===== config.mk =====
export PLATFORM = sky130hd
export DESIGN_NAME = motor_drive_ctrl
export DESIGN_NICKNAME = d
export VERILOG_FILES = /design/src/rtl/motor_drive_pkg.sv /design/src/rtl/pwm_gen.sv /design/src/rtl/motor_drive_ctrl.sv
export SDC_FILE = /design/constraint.sdc
export NUM_CORES = 1
export LEC_CHECK = 0
export CORE_UTILIZATION = 33
export DETAILED_ROUTE_END_ITERATION = 7
export SLEW_MARGIN = 10
export SYNTH_ARGS = -nofsm -noshare
export SYNTH_HDL_FRONTEND = slang
export SYNTH_HIERARCHICAL = 1
export SYNTH_SLANG_ARGS = --single-unit

===== constraint.sdc =====
create_clock -name c50m -period 3.7 [get_ports c50m]
set_input_delay 0.555 -clock c50m [delete_from_list [all_inputs] [get_ports c50m]]
set_output_delay 0.555 -clock c50m [all_outputs]
set_load 0.01 [all_outputs]

===== src/rtl/motor_drive_pkg.sv =====
// Shared types, defaults and helpers for the motor drive command path.
package motor_drive_pkg;

    typedef enum logic [1:0] {
        IDLE  = 2'd0,
        RUN   = 2'd1,
        FAULT = 2'd2
    } state_e;

    localparam int DEF_W          = 12;
    localparam int DEF_ANG_W      = 12;
    localparam int DEF_TILT_LIMIT = 512;
    localparam int DEF_RAMP_DIV   = 50000;
    localparam int DEF_RAMP_STEP  = 16;
    localparam int DEF_PWM_DIV    = 1;

    // Magnitude of an ang_w-bit signed angle (already sign-extended); the
    // most-negative code clamps to the largest positive magnitude.
    function automatic logic [31:0] abs_sat(input logic signed [31:0] v,
                                            input int unsigned ang_w);
        logic [31:0] mag;
        logic [31:0] max_mag;
        max_mag = (32'd1 << (ang_w - 1)) - 32'd1;
        mag     = v[31] ? 32'(-v) : 32'(v);
        if (mag > max_mag) begin
            mag = max_mag;
        end
        return mag;
    endfunction

endpackage


===== src/rtl/pwm_gen.sv =====
// Period-aligned PWM generator: prescaled counter, shadow duty loaded at
// each period boundary, and an immediate kill input.
module pwm_gen #(
    parameter int W   = 12,
    parameter int DIV = 1
) (
    input  logic         c50m,
    input  logic         rst_n,
    input  logic [W-1:0] duty_in,
    input  logic         force_zero,
    output logic         pwm_out
);
    localparam int PW = (DIV > 1) ? $clog2(DIV) : 1;

    logic [PW-1:0] pre_q, pre_d;
    logic [W-1:0]  cnt_q, cnt_d;
    logic [W-1:0]  shadow_q, shadow_d;
    logic          pwm_q, pwm_d;
    logic          adv;
    logic          wrap;

    always_comb begin
        adv   = (pre_q == PW'(DIV - 1));
        pre_d = adv ? '0 : pre_q + PW'(1);
        cnt_d = adv ? cnt_q + W'(1) : cnt_q;
        wrap  = adv && (cnt_q == '1);

        shadow_d = wrap ? duty_in : shadow_q;
        pwm_d    = (cnt_q < shadow_q);
        // A safety kill must not wait for the period boundary.
        if (force_zero) begin
            shadow_d = '0;
            pwm_d    = 1'b0;
        end
    end

    always_ff @(posedge c50m or negedge rst_n) begin
        if (!rst_n) begin
            pre_q    <= '0;
            cnt_q    <= '0;
            shadow_q <= '0;
            pwm_q    <= 1'b0;
        end else begin
            pre_q    <= pre_d;
            cnt_q    <= cnt_d;
            shadow_q <= shadow_d;
            pwm_q    <= pwm_d;
        end
    end

    assign pwm_out = pwm_q;

endmodule


===== src/rtl/motor_drive_ctrl.sv =====
// Motor command path: demand select, tilt/brake interlocks, slew-limited
// duty and glitch-free PWM towards the ESC speed input.
import motor_drive_pkg::*;

module motor_drive_ctrl #(
    parameter int W          = DEF_W,
    parameter int ANG_W      = DEF_ANG_W,
    parameter int TILT_LIMIT = DEF_TILT_LIMIT,
    parameter int RAMP_DIV   = DEF_RAMP_DIV,
    parameter int RAMP_STEP  = DEF_RAMP_STEP,
    parameter int PWM_DIV    = DEF_PWM_DIV
) (
    input  logic             c50m,
    input  logic             rst_n,
    input  logic [W-1:0]     assist_cmd,
    input  logic [W-1:0]     throttle_cmd,
    input  logic             mode_sel,
    input  logic             brake,
    input  logic [ANG_W-1:0] roll,
    input  logic [ANG_W-1:0] pitch,
    input  logic             fault_clr,
    output logic             pwm_out,
    output logic [W-1:0]     duty,
    output logic [1:0]       state,
    output logic             fault
);
    localparam int          RC_W     = (RAMP_DIV > 1) ? $clog2(RAMP_DIV) : 1;
    localparam logic [31:0] TILT_LIM = 32'(TILT_LIMIT);
    localparam logic [W:0]  STEP_EXT = (W + 1)'(RAMP_STEP);

    state_e          state_q, state_d;
    logic [W-1:0]    target_q, target_d;
    logic [W-1:0]    duty_q, duty_d;
    logic [RC_W-1:0] ramp_cnt_q, ramp_cnt_d;
    logic            ramp_tick;
    logic            tilt_bad;
    logic            force_zero;
    logic [W:0]      step_sum;

    always_comb begin
        target_d   = mode_sel ? assist_cmd : throttle_cmd;
        ramp_tick  = (ramp_cnt_q == RC_W'(RAMP_DIV - 1));
        ramp_cnt_d = ramp_tick ? '0 : ramp_cnt_q + RC_W'(1);
        tilt_bad   = (abs_sat(32'(signed'(roll)), ANG_W) > TILT_LIM) ||
                     (abs_sat(32'(signed'(pitch)), ANG_W) > TILT_LIM);
    end

    // Tilt outranks brake; arming from IDLE requires a zero demand.
    always_comb begin
        state_d  = state_q;
        duty_d   = duty_q;
        step_sum = {1'b0, duty_q} + STEP_EXT;
        case (state_q)
            IDLE: begin
                duty_d = '0;
                if (tilt_bad) begin
                    state_d = FAULT;
                end else if (!brake && (target_q == '0)) begin
                    state_d = RUN;
                end
            end
            RUN: begin
                if (tilt_bad) begin
                    state_d = FAULT;
                    duty_d  = '0;
                end else if (brake) begin
                    state_d = IDLE;
                    duty_d  = '0;
                end else if (target_q < duty_q) begin
                    duty_d = target_q;
                end else if (ramp_tick && (target_q > duty_q)) begin
                    duty_d = (step_sum > {1'b0, target_q}) ? target_q : step_sum[W-1:0];
                end
            end
            FAULT: begin
                duty_d = '0;
                if (fault_clr && !tilt_bad) begin
                    state_d = IDLE;
                end
            end
            default: begin
                state_d = IDLE;
                duty_d  = '0;
            end
        endcase
    end

    always_ff @(posedge c50m or negedge rst_n) begin
        if (!rst_n) begin
            state_q    <= IDLE;
            target_q   <= '0;
            duty_q     <= '0;
            ramp_cnt_q <= '0;
        end else begin
            state_q    <= state_d;
            target_q   <= target_d;
            duty_q     <= duty_d;
            ramp_cnt_q <= ramp_cnt_d;
        end
    end

    assign force_zero = (state_d != RUN);

    pwm_gen #(
        .W   (W),
        .DIV (PWM_DIV)
    ) u_pwm (
        .c50m       (c50m),
        .rst_n      (rst_n),
        .duty_in    (duty_q),
        .force_zero (force_zero),
        .pwm_out    (pwm_out)
    );

    assign duty  = duty_q;
    assign state = state_q;
    assign fault = (state_q == FAULT);

endmodule

==> summary.md <==
| Metric | Value |
|---|---|
| Outcome | `finished, final reports clean` |
| Most prevalent standard cell on the critical path | `inv_1` |
| Sequence of cells on the critical path | `clkdlybuf4s50_1 -> inv_1 -> ha_1 -> or4b_4 -> nor4_1 -> mux2_2 -> o21ai_0 -> o211ai_2 -> nor4b_1 -> buf_4 -> inv_1 -> and3b_1 -> buf_12 -> a22o_1` |
| Fraction of met2 tracks used by global routing | `0.249` |
| Number of hold-repair buffers added at the cts stage | `0` |
| Height of the die | `roughly 120 µm` |
| Grt met1 use | `0.205` |
| Peak fanout along the critical path | `12` |
| Post-detailed-routing wire length | `10200 µm` |
| Clock tree from TritonCTS | `done` |
| Sequential cell area fraction in the yosys report | `0.379` |
| Power share of the sequential group | `0.431` |
| Maximum number of pins on one net before global-route repair | `47` |
| Syn Area/Cell | `9.33 µm²` |
| Setup repair after global routing missed its margin | `no` |
| Type of element capturing the critical path | `register` |
| Global-route wire length before repair | `17100 µm` |
| P&R area growth vs syn | `28.3%` |
| Arrival time worst endpoint | `3590 ps` |
| Max H-tree Level | `3` |
| Count of antenna-violating nets left after detailed routing | `0` |
| Clock tree skew after final layout | `6.76 ps` |
| Clock-pin slew of the registers on the worst-case setup and hold paths | `roughly 50 ps` |
| Via count of the first global-routing pass | `3553` |
| Post-synth ARST share | `1.00` |
| Total Routing Usage GR | `0.152` |
| Type of the tightest min-delay check | `input port to async pin` |
| Width of the die | `118 µm` |
| Clock tree buffer depth | `2` |
| Core ar. | `approximately 13000 µm²` |
| Layout Nets | `654` |
| Number of inserted diodes | `0` |
| Proportion of netlist area held by the largest area contributor | `0.379` |
| Crit path launch type | `input port` |
| Area of the die | `between 10000 and 15000 µm²` |
| DR vias/cell | `5.14` |
| Port bufs | `68` |
| Post-synth EDFFs | `0` |
| Synth warn | `6` |
| Max Cap Viol | `0` |
| Buffer type at the clock tree root | `clkbuf_16` |
| Fmax achieved | `300 MHz` |
| Combinational share of power | `0.134` |
| Clock insertion delay at the later pin of the skew report | `330 ps` |
| Least-Margin Pin Slew | `slightly below 600 ps` |
| Total internal power | `1330 µW` |
| Post-synthesis cell type count | `between 50 and 60` |
| Cell type of the slowest stage on the worst timing path | `or4b_4` |
| RePlAce Congestion | `0.840` |
| Final setup violating endpoints | `0` |
| Startpoint-to-endpoint class of the critical path | `input port to register` |
| Layer with the highest usage after global routing | `met2` |
| Vias | `3788` |
| Ratio of cells with drive above 1 in the final layout | `0.0973` |
| Number of clock buffers inserted by TritonCTS | `9` |
| Part of the cycle the worst path needs | `0.900` |
| Starting Density | `0.345` |
| Placement Setup Slack | `12.3 ps` |
| Number of synthesized register bits | `67` |
| Iteration-0 DRC Markers | `250` |
| Count of instances resized after the clock tree is built | `0` |
| Switching power share of the total | `0.242` |
| Hold Fails Final Rpt | `0` |
| Final setup slack of the worst path | `372 ps` |
| Post-detailed-route DRC marker count | `0` |
| Setup Total Neg Slack | `0 ps` |
| Delay of the slowest critical-path stage | `480 ps` |
| Required time of the worst setup path | `roughly 4000 ps` |
| Post-synthesis instance area | `4420 µm²` |
| Routed len/inst | `13.9 µm` |
| Worst slew slack as a fraction of its limit | `0.610` |
| I/O pin count | `69` |
| Clock sinks | `67` |
| Static leakage | `0.00240 µW` |
| Cell Pwr Density | `309 nW/µm²` |
| Largest voltage drop on the vdd net | `approximately 0.22 mV` |
| Commonest register cell after synthesis | `dfrtp_1` |
| Global routing met3 resource utilization | `0.0300` |
| Initial DRT Pass Iterations | `4` |
| Post-synth net total | `567` |
| Final Max Tran Viols | `0` |
| Overflow left after global routing | `0` |
| Number of standard-cell rows in the floorplan | `41` |
| Final HPWL from detailed placement | `7980 µm` |
| Largest area contributor in the netlist | `dfrtp_1` |
| Synthesized netlist cell count | `474` |
| Clock Power Share | `0.436` |
| Period minus WS final | `between 3000 and 4000 ps` |
| Cell types with the largest area share after synthesis | `dfrtp_1 38%, ha_1 11%, inv_1 3.8%` |
| Initial antenna violation count | `0` |
| Post-CTS repair timing setup buffer count | `0` |
| Net switching power figure | `423 µW` |
[per-layer routing]
| layer | routed length (µm) | up-vias |
|---|---|---|
| li1 | - | 1885 |
| met3 | 382 | 7 |
| met1 | 5000 | 1820 |
| met5 | 0 | - |
| met2 | 4750 | 76 |
| met4 | 88 | 0 |
[power groups by stage]
| stage | Clock [µW] | Combinational (µW) | Sequential [µW] |
|---|---|---|---|
| finish | 764 | 234 | 755 |
| global route | 817 | 262 | 756 |
| CTS | 786 | 235 | 755 |
| detailed placement | 0 | 233 | 767 |
| global placement | 0 | 230 | 767 |
| floorplan | 0 | 117 | 764 |
[cells in the final DEF, fill, tap and decap left out, types with 2 or more instances in the layout]
master | netlist | layout
nor4b_1 | 4 | 4
dfrtp_1 | 67 | 67
a22o_1 | 13 | 13
o211ai_1 | 4 | 4
a22oi_1 | 2 | 2
a21oi_1 | 25 | 25
nor2b_1 | 5 | 5
ha_1 | 40 | 40
and4_1 | 2 | 2
nor4_1 | 8 | 8
a21o_1 | 4 | 4
xor2_1 | 15 | 15
or4b_4 | 2 | 2
buf_4 | 1 | 19
and3b_1 | 2 | 2
mux2i_1 | 2 | 2
clkdlybuf4s50_1 | 0 | 67
inv_1 | 45 | 45
clkbuf_1 | 7 | 3
nand3_1 | 25 | 25
and3_1 | 8 | 8
a211oi_1 | 6 | 6
nand2_1 | 34 | 34
a2111oi_0 | 2 | 2
or2_2 | 2 | 2
nor2_1 | 24 | 24
or3_1 | 13 | 13
clkbuf_16 | 0 | 9
nor3_1 | 12 | 12
a2bb2oi_1 | 2 | 2
xnor2_1 | 18 | 18
o21ai_0 | 15 | 15
a31oi_1 | 11 | 11
and2_1 | 2 | 2
mux2_2 | 14 | 14
nand4_1 | 7 | 7
nand2b_1 | 7 | 7
[flip-flops by register name (all words and copies together) (netlist names)]
name / flops
ramp_cnt_q: 16
duty: 12
target_q: 12
u_pwm/cnt_q: 12
u_pwm/shadow_q: 12
state: 2
u_pwm/pwm_out: 1
[worst max-delay path, delay by kind of cell]
family	cells	cell delay, ps
mux	1	370
fa+ha+maj	1	150
compound gates	3	350
buf+inv	5	860
simple gates	4	1300
[cell usage after synthesis (4+ instances only)]
| cell | count |
|---|---|
| nand2b_1 | 7 |
| o21ai_0 | 15 |
| clkbuf_1 | 7 |
| nor4b_1 | 4 |
| a211oi_1 | 6 |
| mux2_2 | 14 |
| a21o_1 | 4 |
| xnor2_1 | 18 |
| a31oi_1 | 11 |
| o211ai_1 | 4 |
| nor2_1 | 24 |
| a22o_1 | 13 |
| nor3_1 | 12 |
| nor4_1 | 8 |
| inv_1 | 45 |
| dfrtp_1 | 67 |
| nand4_1 | 7 |
| a21oi_1 | 25 |
| nand3_1 | 25 |
| or3_1 | 13 |
| and3_1 | 8 |
| nand2_1 | 34 |
| xor2_1 | 15 |
| nor2b_1 | 5 |
| ha_1 | 40 |
[through the flow]
stage | std cells | instance area, µm² | power (µW) | utilization | hold slack [ps]
finish | 737 | 5670 | 1750 | 0.442 | 187
floorplan | 474 | 4420 | 881 | - | 259
CTS | 737 | 5670 | 1780 | 0.442 | 186
global placement | 722 | 5410 | 997 | 0.422 | 442
global route | 737 | 5670 | 1830 | 0.442 | 219
detailed placement | 722 | 5410 | 1000 | 0.422 | 446
[worst paths after layout]
kind,endpoint,cells past startpoint,slack [ps],from
setup / recovery,u_pwm/shadow_q[1],14,370,pitch[1]
hold / removal,u_pwm/cnt_q[6],1,190,rst_n
setup reg to reg,duty[9],12,500,duty[9]
hold reg to reg,ramp_cnt_q[0],1,450,ramp_cnt_q[0]
max in group asynchronous,state[1],2,2550,rst_n
min in group c50m,ramp_cnt_q[0],1,450,ramp_cnt_q[0]
[area by class of cell]
class / count / area [µm²]
Fill cell: 1248 / 7150
Multi-Input combinational cell: 350 / 2510
Sequential cell: 67 / 1680
Timing Repair Buffer: 88 / 838
Clock buffer: 13 / 250
Tap cell: 172 / 215
Inverter: 45 / 169
Clock inverter: 2 / 12.5
[cells by family (layout without fill, tap and decap cells)]
logic type | Yosys count | in the layout | synth area share
AND/OR/NAND/NOR | 162 | 162 | 0.197
multiplexers | 16 | 16 | 0.0402
AO/OA/AOI/OAI | 99 | 99 | 0.153
adder cells (fa/ha/maj) | 40 | 40 | 0.113
buffers and inverters | 57 | 148 | 0.0529
XOR/XNOR | 33 | 33 | 0.0654
flip-flops | 67 | 67 | 0.379
Note: power is estimated with default switching activity, not from simulation.
